$ cat src/rtl/cv32e40p_wb_arbiter_if.sv
// ---------------------------------------------------------------------------
// cv32e40p_wb_arbiter_if
// Bundles the result-source handshake, register-file write ports and the
// ID-stage pending-write lookup of the write-back arbiter.
//   src_valid_i / src_ready_o   : per-source result handshake
//   src_waddr_i / src_wdata_i   : per-source destination register and result
//   wp_we_o / wp_waddr_o /
//   wp_wdata_o / wp_src_o       : register-file write ports and granted source
//   pend_raddr_i / pend_hit_o   : ID read addresses and buffered-write hits
// Signal suffixes are from the arbiter's point of view. The arbiter uses the
// slave modport; the producer/consumer side uses master.
// ---------------------------------------------------------------------------
interface cv32e40p_wb_arbiter_if #(
  parameter int NUM_SRC    = 3,
  parameter int NUM_WPORTS = 2,
  parameter int ADDR_W     = 6,
  parameter int DATA_W     = 32,
  parameter int SRC_W      = (NUM_SRC > 1) ? $clog2(NUM_SRC) : 1
);

  logic [NUM_SRC-1:0]                 src_valid_i;
  logic [NUM_SRC-1:0]                 src_ready_o;
  logic [NUM_SRC-1:0][ADDR_W-1:0]     src_waddr_i;
  logic [NUM_SRC-1:0][DATA_W-1:0]     src_wdata_i;

  logic [NUM_WPORTS-1:0]              wp_we_o;
  logic [NUM_WPORTS-1:0][ADDR_W-1:0]  wp_waddr_o;
  logic [NUM_WPORTS-1:0][DATA_W-1:0]  wp_wdata_o;
  logic [NUM_WPORTS-1:0][SRC_W-1:0]   wp_src_o;

  logic [2:0][ADDR_W-1:0]             pend_raddr_i;
  logic [2:0]                         pend_hit_o;

  modport slave (
    input  src_valid_i, src_waddr_i, src_wdata_i, pend_raddr_i,
    output src_ready_o, wp_we_o, wp_waddr_o, wp_wdata_o, wp_src_o, pend_hit_o
  );

  modport master (
    output src_valid_i, src_waddr_i, src_wdata_i, pend_raddr_i,
    input  src_ready_o, wp_we_o, wp_waddr_o, wp_wdata_o, wp_src_o, pend_hit_o
  );

endinterface

$ cat src/rtl/cv32e40p_wb_arbiter.sv
// ---------------------------------------------------------------------------
// cv32e40p_wb_arbiter
// Register-file write-back arbiter. Each result source owns a DEPTH-entry
// FIFO of {waddr, wdata}. Every cycle a round-robin scan starting at rr_ptr
// hands up to NUM_WPORTS FIFO heads to the register-file write ports and pops
// them at the clock edge. Buffered destinations are exported to ID so it can
// hold off dependent instructions.
// Ports:
//   clk, rst_n          : clock, asynchronous active-low reset
//   flush_i             : drop every buffered write and this cycle's inputs
//   wb (slave)          : source handshake, write ports, pending-write lookup
//   busy_o              : any FIFO holds an entry
//   perf_contention_o   : a non-empty FIFO went without a grant this cycle
// ---------------------------------------------------------------------------
module cv32e40p_wb_arbiter #(
  parameter int NUM_SRC    = 3,
  parameter int NUM_WPORTS = 2,
  parameter int DEPTH      = 2,
  parameter int ADDR_W     = 6,
  parameter int DATA_W     = 32
) (
  input  logic                  clk,
  input  logic                  rst_n,
  input  logic                  flush_i,
  cv32e40p_wb_arbiter_if.slave  wb,
  output logic                  busy_o,
  output logic                  perf_contention_o
);

  localparam int SRC_W = (NUM_SRC > 1) ? $clog2(NUM_SRC) : 1;
  localparam int PTR_W = (DEPTH > 1) ? $clog2(DEPTH) : 1;
  localparam int CNT_W = $clog2(DEPTH + 1);

  // FIFO storage and control
  logic [ADDR_W-1:0] mem_waddr_q [NUM_SRC][DEPTH];
  logic [DATA_W-1:0] mem_wdata_q [NUM_SRC][DEPTH];
  logic [PTR_W-1:0]  rd_ptr_q    [NUM_SRC];
  logic [PTR_W-1:0]  wr_ptr_q    [NUM_SRC];
  logic [CNT_W-1:0]  count_q     [NUM_SRC];
  logic [SRC_W-1:0]  rr_ptr_q;
  logic [SRC_W-1:0]  rr_ptr_d;

  logic [NUM_SRC-1:0]             nonempty;
  logic [NUM_SRC-1:0]             ready;
  logic [NUM_SRC-1:0]             push;
  logic [NUM_SRC-1:0]             grant;
  logic [NUM_SRC-1:0][ADDR_W-1:0] head_waddr;
  logic [NUM_SRC-1:0][DATA_W-1:0] head_wdata;

  // Internal port bookkeeping is always two wide so NUM_WPORTS=1 needs no
  // special casing; only the first NUM_WPORTS entries reach the outputs.
  logic [1:0]             port_vld;
  logic [1:0][SRC_W-1:0]  port_src;
  logic [1:0][ADDR_W-1:0] port_waddr;

  logic                   entry_vld [NUM_SRC][DEPTH];
  logic [2:0]             pend_hit;

  function automatic logic [PTR_W-1:0] ptr_inc(input logic [PTR_W-1:0] p);
    return (p == PTR_W'(DEPTH - 1)) ? '0 : p + 1'b1;
  endfunction

  function automatic logic [SRC_W-1:0] src_inc(input logic [SRC_W-1:0] s);
    return (s == SRC_W'(NUM_SRC - 1)) ? '0 : s + 1'b1;
  endfunction

  // -------------------------------------------------------------------------
  // FIFO status
  // -------------------------------------------------------------------------
  always_comb begin
    for (int s = 0; s < NUM_SRC; s++) begin
      nonempty[s]   = (count_q[s] != '0);
      ready[s]      = (count_q[s] != CNT_W'(DEPTH)) & ~flush_i;
      push[s]       = wb.src_valid_i[s] & ready[s];
      head_waddr[s] = mem_waddr_q[s][rd_ptr_q[s]];
      head_wdata[s] = mem_wdata_q[s][rd_ptr_q[s]];
    end
  end

  // -------------------------------------------------------------------------
  // Round-robin arbitration. Port 1 may not take a head with the same
  // destination as port 0; that head simply waits for a later cycle, which
  // keeps the two writes of one cycle free of address collisions.
  // -------------------------------------------------------------------------
  always_comb begin
    int idx;
    grant      = '0;
    port_vld   = '0;
    port_src   = '0;
    port_waddr = '0;
    idx        = 0;
    if (!flush_i) begin
      for (int i = 0; i < NUM_SRC; i++) begin
        idx = int'(rr_ptr_q) + i;
        if (idx >= NUM_SRC) idx = idx - NUM_SRC;
        if (nonempty[idx]) begin
          if (!port_vld[0]) begin
            port_vld[0]   = 1'b1;
            port_src[0]   = SRC_W'(idx);
            port_waddr[0] = head_waddr[idx];
            grant[idx]    = 1'b1;
          end else if ((NUM_WPORTS > 1) && !port_vld[1] &&
                       (head_waddr[idx] != port_waddr[0])) begin
            port_vld[1]   = 1'b1;
            port_src[1]   = SRC_W'(idx);
            port_waddr[1] = head_waddr[idx];
            grant[idx]    = 1'b1;
          end
        end
      end
    end
  end

  // Pointer moves past the last source served in scan order.
  always_comb begin
    rr_ptr_d = rr_ptr_q;
    if (port_vld[1]) begin
      rr_ptr_d = src_inc(port_src[1]);
    end else if (port_vld[0]) begin
      rr_ptr_d = src_inc(port_src[0]);
    end
  end

  // -------------------------------------------------------------------------
  // Write-port and status outputs
  // -------------------------------------------------------------------------
  always_comb begin
    wb.src_ready_o = ready;
    wb.wp_we_o     = '0;
    wb.wp_waddr_o  = '0;
    wb.wp_wdata_o  = '0;
    wb.wp_src_o    = '0;
    for (int p = 0; p < NUM_WPORTS; p++) begin
      if (port_vld[p]) begin
        wb.wp_we_o[p]    = 1'b1;
        wb.wp_waddr_o[p] = head_waddr[port_src[p]];
        wb.wp_wdata_o[p] = head_wdata[port_src[p]];
        wb.wp_src_o[p]   = port_src[p];
      end
    end
  end

  assign busy_o            = |nonempty;
  assign perf_contention_o = ~flush_i & (|(nonempty & ~grant));

  // -------------------------------------------------------------------------
  // Pending-write lookup over stored entries only. An entry is live when its
  // distance from the read pointer is below the occupancy.
  // -------------------------------------------------------------------------
  always_comb begin
    int off;
    off = 0;
    for (int s = 0; s < NUM_SRC; s++) begin
      for (int e = 0; e < DEPTH; e++) begin
        off = e - int'(rd_ptr_q[s]);
        if (off < 0) off = off + DEPTH;
        entry_vld[s][e] = (off < int'(count_q[s]));
      end
    end
  end

  always_comb begin
    pend_hit = '0;
    for (int k = 0; k < 3; k++) begin
      for (int s = 0; s < NUM_SRC; s++) begin
        for (int e = 0; e < DEPTH; e++) begin
          if (entry_vld[s][e] && (mem_waddr_q[s][e] == wb.pend_raddr_i[k])) begin
            pend_hit[k] = 1'b1;
          end
        end
      end
    end
  end

  assign wb.pend_hit_o = pend_hit;

  // -------------------------------------------------------------------------
  // FIFO control state. A flush empties every FIFO but leaves rr_ptr alone so
  // fairness carries across the flush.
  // -------------------------------------------------------------------------
  always_ff @(posedge clk or negedge rst_n) begin
    if (!rst_n) begin
      for (int s = 0; s < NUM_SRC; s++) begin
        rd_ptr_q[s] <= '0;
        wr_ptr_q[s] <= '0;
        count_q[s]  <= '0;
      end
      rr_ptr_q <= '0;
    end else if (flush_i) begin
      for (int s = 0; s < NUM_SRC; s++) begin
        rd_ptr_q[s] <= '0;
        wr_ptr_q[s] <= '0;
        count_q[s]  <= '0;
      end
    end else begin
      for (int s = 0; s < NUM_SRC; s++) begin
        if (push[s])  wr_ptr_q[s] <= ptr_inc(wr_ptr_q[s]);
        if (grant[s]) rd_ptr_q[s] <= ptr_inc(rd_ptr_q[s]);
        case ({push[s], grant[s]})
          2'b10:   count_q[s] <= count_q[s] + 1'b1;
          2'b01:   count_q[s] <= count_q[s] - 1'b1;
          default: count_q[s] <= count_q[s];
        endcase
      end
      rr_ptr_q <= rr_ptr_d;
    end
  end

  // Entry payload needs no reset: nothing reads a slot outside the live range.
  always_ff @(posedge clk) begin
    for (int s = 0; s < NUM_SRC; s++) begin
      if (push[s]) begin
        mem_waddr_q[s][wr_ptr_q[s]] <= wb.src_waddr_i[s];
        mem_wdata_q[s][wr_ptr_q[s]] <= wb.src_wdata_i[s];
      end
    end
  end

endmodule

$ cat src/flat_wrapper.sv
// flat-port wrapper written by rule: the top's interface ports become plain ports
module cv32e40p_wb_arbiter_flat 
#(
  parameter int NUM_SRC    = 3,
  parameter int NUM_WPORTS = 2,
  parameter int DEPTH      = 2,
  parameter int ADDR_W     = 6,
  parameter int DATA_W     = 32
)
  (clk, rst_n, flush_i, busy_o, perf_contention_o, wb_src_valid_i, wb_src_waddr_i, wb_src_wdata_i, wb_pend_raddr_i, wb_src_ready_o, wb_wp_we_o, wb_wp_waddr_o, wb_wp_wdata_o, wb_wp_src_o, wb_pend_hit_o);
  cv32e40p_wb_arbiter_if #(.NUM_SRC(NUM_SRC), .NUM_WPORTS(NUM_WPORTS), .ADDR_W(ADDR_W), .DATA_W(DATA_W)) wb_i ();
  input  logic clk;
  input  logic rst_n;
  input  logic flush_i;
  output logic busy_o;
  output logic perf_contention_o;
  input wire logic [$bits(wb_i.src_valid_i)-1:0] wb_src_valid_i;
  input wire logic [$bits(wb_i.src_waddr_i)-1:0] wb_src_waddr_i;
  input wire logic [$bits(wb_i.src_wdata_i)-1:0] wb_src_wdata_i;
  input wire logic [$bits(wb_i.pend_raddr_i)-1:0] wb_pend_raddr_i;
  output wire logic [$bits(wb_i.src_ready_o)-1:0] wb_src_ready_o;
  output wire logic [$bits(wb_i.wp_we_o)-1:0] wb_wp_we_o;
  output wire logic [$bits(wb_i.wp_waddr_o)-1:0] wb_wp_waddr_o;
  output wire logic [$bits(wb_i.wp_wdata_o)-1:0] wb_wp_wdata_o;
  output wire logic [$bits(wb_i.wp_src_o)-1:0] wb_wp_src_o;
  output wire logic [$bits(wb_i.pend_hit_o)-1:0] wb_pend_hit_o;
  assign wb_i.src_valid_i = wb_src_valid_i;
  assign wb_i.src_waddr_i = wb_src_waddr_i;
  assign wb_i.src_wdata_i = wb_src_wdata_i;
  assign wb_i.pend_raddr_i = wb_pend_raddr_i;
  assign wb_src_ready_o = wb_i.src_ready_o;
  assign wb_wp_we_o = wb_i.wp_we_o;
  assign wb_wp_waddr_o = wb_i.wp_waddr_o;
  assign wb_wp_wdata_o = wb_i.wp_wdata_o;
  assign wb_wp_src_o = wb_i.wp_src_o;
  assign wb_pend_hit_o = wb_i.pend_hit_o;
  cv32e40p_wb_arbiter #(.NUM_SRC(NUM_SRC), .NUM_WPORTS(NUM_WPORTS), .DEPTH(DEPTH), .ADDR_W(ADDR_W), .DATA_W(DATA_W)) u_core (.clk(clk), .rst_n(rst_n), .flush_i(flush_i), .wb(wb_i), .busy_o(busy_o), .perf_contention_o(perf_contention_o));
endmodule
$ cat config.mk
export PLATFORM = sky130hd
export DESIGN_NAME = cv32e40p_wb_arbiter_flat
export DESIGN_NICKNAME = d
export VERILOG_FILES = /design/src/rtl/cv32e40p_wb_arbiter_if.sv /design/src/rtl/cv32e40p_wb_arbiter.sv /design/src/flat_wrapper.sv
export SDC_FILE = /design/constraint.sdc
export NUM_CORES = 1
export LEC_CHECK = 0
export ABC_AREA = 1
export BUFFER_PORTS_ARGS = -buffer_cell sky130_fd_sc_hd__buf_2
export CAP_MARGIN = 20
export CORE_UTILIZATION = 55
export DETAILED_ROUTE_END_ITERATION = 10
export PLACE_DENSITY = 0.9
export SETUP_SLACK_MARGIN = 0.1
export SYNTH_ARGS = -nofsm -noshare
export SYNTH_HDL_FRONTEND = slang
export SYNTH_SLANG_ARGS = --single-unit
$ cat constraint.sdc
create_clock -name clk -period 6.3 [get_ports clk]
set_input_delay 1.89 -clock clk [delete_from_list [all_inputs] [get_ports clk]]
set_output_delay 1.89 -clock clk [all_outputs]
set_load 0.01 [all_outputs]
==> metrics.cfg, run 1 <==
[place]
place_congestion = 1.027
portBuffers = 227
dp_hpwl_um = 29400

[critical_path]
critPathBufInv = 5
slowest_stage = buf_4
worst_path_most_repeated_cell = nand2_1
r2r_cells = 19
cp_slowest_stage_delay_ns = 0.48
end_kind = output port
cp_max_fo = 40
worstPathCellList = inv_1 > ha_2 > inv_2 > nor2_4 > nand2_1 > nand2_2 > nand2_1 > inv_2 > nand2_1 > nand3_1 > nand2_1 > nor2_1 > nand2_1 > nand2_1 > o22ai_4 > nand2_1 > buf_4 > nand3_1 > nand2_1 > nor2_1 > buf_2
required_ns = 4.41
path_delay_family = simple AND/OR/NAND/NOR gates
start_kind = flop
worst-setup-path-type = reg -> out
worst-path-stages = 21
cp.arrival_ns = 4.15

[grt]
antenna_found_initial = 8
grt_pass1_wl_um = 63610
grt_pass1_vias = 11588
grt_overflow = 0
grt_max_degree = 42
track_usage_pct = 33.76

[floorplan]
fp.dieH_um = 158.6
start_util_pct = 56.80
coreArea_sq_mm = 0.02375
fp-row-count = 56
die_x_um = 158.6
io_pins = 228
die-area_sq_mm = 0.02516

[cts]
root_buffer = clkbuf_16
htreeDepth = 1
clock_path_buffers = 3
insertion_delay_ns = 0.53
postCtsSetupRepairBufs = 0
cts_inserted_buffers = 26
clock_sinks = 242
cts_tree = yes
holdBufCountCts = 0
clk_pin_slew_worst_paths_ns = 0.06
ctsResizeCount = 0

[logic_synthesis]
yosysUniqueCellTypes = 41
yosys_warnings = 0
ys.flop_type = edfxtp_1
synth_common_cells = nand2_1 (505), edfxtp_1 (228), nand3_1 (104)
avgSynthCellArea_sq_um = 9.140
synth_edf_count = 228
netlist_area_sq_mm = 0.01349
async_flop_share_pct = 5.785
ys_seq_area_share_pct = 53.35
yosysTopAreaCell = edfxtp_1
ys_top_cells_by_area = edfxtp_1 (51%), nand2_1 (14%), mux2i_1 (4.7%)
syn-instance-count = 1476
syn_nets = 1618
synth_top_area_share_pct = 50.75
synth.most_common_cell = nand2_1
ys_seq_elements = 242

[layout]
final_util_pct = 66.74
drive_gt1_share_pct = 19.76
fill_cells = 1797
layout.nets = 1818
areaGrowthSynthToFinish_pct = 17.51

[pwr]
p_leak_nw = 6.855
power.density_mw_per_mm2 = 501.9
ir_drop_mv = 0.3500
power_mw = 7.956

[run_status]
status = complete, no violations

[timing]
fin_crit_sh_pct = 95.93
rsz0062_at_grt = false
setup_viol = 0
fin_crit_ns = 6.044
fmax_mhz = 165.5
worst_pin_slew_ns = 0.7937
whs_ns = 0.5732
report.final.slew_viol_count = 0
finalHoldViolCount = 0
tns_ns = 0
maxSlewHeadroom_pct = 47.03
skew_ns = 0.008231

[hold_path]
hold_path_depth = 2
min_path_type = reg -> reg

[routing]
via_per_inst = 5.935
vias = 11994
routed_wl_um = 42210
post_drt_wl_per_cell_um = 20.88
drcViolationCount = 0
drt_iter0_drc = 1291
antenna_left = 0
drt_pre_antenna_iters = 6

[flow_run]
cap_violations = 0

-- state kept, by name, summed over array words and instances (netlist names) --
name,flops
u_core.count_q,6
u_core.wr_ptr_q,3
u_core.rd_ptr_q,3
u_core.rr_ptr_q,2
u_core.mem_wdata_q,192
u_core.mem_waddr_q,36
-- routing by layer --
| layer | vias to the layer above | share of wire, % | global-route usage (%) |
|---|---|---|---|
| met2 | 908 | 48 | 55.49 |
| met3 | 157 | 12 | 6.560 |
| met4 | 2 | 4.6 | 16.71 |
| li1 | 5410 | - | - |
| met1 | 5517 | 35 | 42.72 |
| met5 | - | 0.031 | 0 |
-- worst paths after layout --
check	from	end	slack [ns]
setup / recovery	u_core.rr_ptr_q[0]$_DFFE_PN0P_	wb_wp_wdata_o[49]	0.26
hold / removal	u_core.count_q[5]$_DFFE_PN0P_	u_core.count_q[5]$_DFFE_PN0P_	0.57
setup reg to reg	u_core.rr_ptr_q[0]$_DFFE_PN0P_	u_core.rr_ptr_q[0]$_DFFE_PN0P_	2.88
hold reg to reg	u_core.count_q[5]$_DFFE_PN0P_	u_core.count_q[5]$_DFFE_PN0P_	0.57
max in group asynchronous	rst_n	u_core.rd_ptr_q[2]$_DFFE_PN0P_	4.76
min in group asynchronous	rst_n	u_core.wr_ptr_q[2]$_DFFE_PN0P_	1.27
-- worst min-delay path: stages, from the launching register on --
cell	delay [ns]
dfrtp_1	0.39
nand3_1	0.09
nand2_1	0.06
-- area by class of cell --
class                           count  area [sq um]  area share [%]
Antenna cell                        7         17.52          0.1105
Clock buffer                       31         690.7           4.357
Clock inverter                     16         132.6          0.8366
Inverter                           98         370.4           2.336
Multi-Input combinational cell   1049          5593           35.28
Sequential cell                   242          7199           45.41
Tap cell                          319         399.1           2.518
Timing Repair Buffer              259          1450           9.148
-- cell families (layout without fill, tap and decap cells) --
group	count (synthesis)	in the layout	share of synthesized area [%]
AO/OA/AOI/OAI	138	138	6.557
flip-flops	242	242	53.35
XOR/XNOR	101	101	6.557
multiplexers	64	64	4.749
buffers and inverters	185	404	5.695
AND/OR/NAND/NOR	742	742	22.72
other	0	7	0
adder cells (fa/ha/maj)	4	4	0.3710
-- where the power goes --
part           total, mW  leakage, nW  switching (mW)  internal, mW
Sequential          2.02         2.27          0.0969          1.92
Clock               1.48        0.404           0.621         0.862
Combinational       4.45         4.18            3.03          1.42
-- placed cells by master (no fill, tap or decap), types with 3 or more instances in the layout --
cell	n
nand4_1	17
nand2_2	5
clkinv_2	5
buf_12	5
xor2_1	42
nor4_1	13
a21oi_1	14
clkbuf_16	27
buf_2	227
nor2_2	4
inv_2	9
clkbuf_1	4
or2_2	5
nor3_1	6
ha_1	3
o21ai_0	54
xnor2_1	59
nor2_1	71
o22ai_1	3
a221oi_1	33
o21bai_1	3
nor2_4	8
dfrtp_1	12
diode_2	7
buf_4	25
nand3b_1	4
o21ai_1	16
inv_1	86
edfxtp_1	228
a2111oi_0	3
nand2_1	504
nand3_1	104
mux2i_1	64
clkinv_1	8
-- through the flow --
step | worst slack, ns | instances | cell area (sq um)
after global routing | 0.08951 | 2018 | 15850
after global placement | 0.6766 | 1965 | 14950
final | 0.2562 | 2021 | 15850
after floorplan | 1.168 | 1476 | 13490
after detailed placement | 0.6900 | 1966 | 14970
after CTS | 0.2387 | 2013 | 15800
(Power assumes the default switching activity.)
==> run 2, diff against run 1 <==
PLACE_DENSITY = 0.78   (was 0.9)
==> metrics.cfg, run 2 (synthesis gave the netlist of run 1 again) <==
[cts]
clock_path_buffers = 3
htreeDepth = 1
root_buffer = clkbuf_16
insertion_delay_ns = 0.56
clock_sinks = 242
cts_inserted_buffers = 26
clk_pin_slew_worst_paths_ns = 0.06
cts_tree = yes
holdBufCountCts = 0

[critical_path]
end_kind = output port
start_kind = flop
worstPathCellList = nand2_1 > o21ai_1 > nand2_1 > nand2_1 > nand2_1 > nand3_1 > nand2_1 > nor2_1 > nand3_1 > nand2_2 > inv_2 > nand2_1 > o21ai_4 > nor2_4 > buf_12 > o21ai_0 > nand2_1 > nor2_1 > buf_2
cp_slowest_stage_delay_ns = 0.77
worst-setup-path-type = reg -> out
cp.arrival_ns = 3.99
required_ns = 4.41
worst_path_most_repeated_cell = nand2_1
cp_max_fo = 50
critPathBufInv = 3
slowest_stage = dfrtp_2
path_delay_family = simple AND/OR/NAND/NOR gates

[floorplan]
die-area_sq_mm = 0.02516
fp.dieH_um = 158.6
die_x_um = 158.6
coreArea_sq_mm = 0.02375
io_pins = 228
start_util_pct = 56.80
fp-row-count = 56

[pwr]
p_leak_nw = 6.873
ir_drop_mv = 0.3761
power_mw = 7.945
power.density_mw_per_mm2 = 499.3

[grt]
grt_overflow = 0
antenna_found_initial = 6
grt_max_degree = 51
grt_pass1_wl_um = 62470
grt_pass1_vias = 11163
track_usage_pct = 33.81

[timing]
skew_ns = 0.01359
setup_viol = 0
tns_ns = 0
report.final.slew_viol_count = 0
fin_crit_ns = 5.882
whs_ns = 0.5677
finalHoldViolCount = 0
worst_pin_slew_ns = 0.9277
fin_crit_sh_pct = 93.36
rsz0062_at_grt = false
fmax_mhz = 170.0
maxSlewHeadroom_pct = 38.00

[layout]
areaGrowthSynthToFinish_pct = 17.97
stdcell_area_sq_mm = 0.01591
final_cell_mix = nand2_1 (504), edfxtp_1 (228), buf_2 (227)
largest_reg_flops = 192
finalNonFillerCells = 2020
layout.nets = 1816
final_common_cell = nand2_1
drive_gt1_share_pct = 19.95

[run_status]
status = complete, no violations

[place]
dp_hpwl_um = 29590
portBuffers = 227
placed_area_sq_mm = 0.01498
placedCellCount = 1963
place_congestion = 0.9595

[flow_run]
cap_violations = 0

[hold_path]
min_path_type = reg -> reg

[routing]
via_per_inst = 5.769
drt_pre_antenna_iters = 6
drcViolationCount = 0
antenna_left = 0
vias = 11653
routed_wl_um = 42170
post_drt_wl_per_cell_um = 20.88
drt_iter0_drc = 1177

[run 2: changes by cell type in the layout (fill, tap and decap cells not counted), sizes merged]
cell / change
buf: -2
clkbuf: +2
clkinv: -2
clkinvlp: +1
[run 2: power by group]
part           switching [mW]  internal, mW  leakage, nW
Sequential              0.130          1.92         2.27
Clock                   0.644         0.873        0.418
Combinational            2.96          1.42         4.19
[run 2: worst register-to-register path: stages (launching register included)]
cell and delay [ns]:
dfrtp_2 0.67, inv_2 0.23, o21ai_1 0.38, inv_1 0.13
nand2_1 0.08, nand3_1 0.06, o21ai_0 0.20, nand2_1 0.11
nand2_1 0.08, nor2_1 0.04, nand2_1 0.13, nand3_1 0.09
nand2_1 0.07, nand2_1 0.10, inv_2 0.08, buf_4 0.42
o21ai_0 0.18, o22ai_1 0.18
[run 2: final cells by class]
class | count | area, sq um
antenna | 7 | 17.52
clock buffer | 33 | 696.9
clock inverter | 15 | 161.4
fill | 1916 | 7839
inverter | 98 | 370.4
multi-input combinational | 1049 | 5584
sequential | 242 | 7199
tap | 319 | 399.1
timing repair buffer | 257 | 1485
[run 2: metal layers]
metal,global-route usage [%],wire [um],vias to the layer above
li1,-,-,5404
met1,42.51,16260,5432
met2,55.30,19880,700
met3,6.532,3968,115
met4,18.09,2045,2
met5,0,15,-
[run 2: final timing paths]
check,startpoint,slack [ns],endpoint,cells past startpoint
max,u_core.rd_ptr_q[1]$_DFFE_PN0P_,0.42,wb_wp_wdata_o[61],19
min,u_core.count_q[4]$_DFFE_PN0P_,0.57,u_core.count_q[4]$_DFFE_PN0P_,2
max reg2reg,u_core.rd_ptr_q[2]$_DFFE_PN0P_,2.97,u_core.rr_ptr_q[0]$_DFFE_PN0P_,17
min reg2reg,u_core.count_q[4]$_DFFE_PN0P_,0.57,u_core.count_q[4]$_DFFE_PN0P_,2
max in group asynchronous,rst_n,4.73,u_core.rd_ptr_q[1]$_DFFE_PN0P_,1
min in group asynchronous,rst_n,1.26,u_core.rd_ptr_q[0]$_DFFE_PN0P_,1
[run 2: what timing repair did]
item                       4_1_cts  5_1_grt
setup endpoints to repair        0       17
buffers inserted                 0        0
gates resized for setup          0        5
[run 2: stage by stage]
step	utilization, %	worst slack, ns
floorplan	-	1.168
global placement	62.91	0.7670
detailed placement	63.07	0.7489
CTS	66.69	0.3271
global route	66.98	0.1079
finish	67.00	0.4183
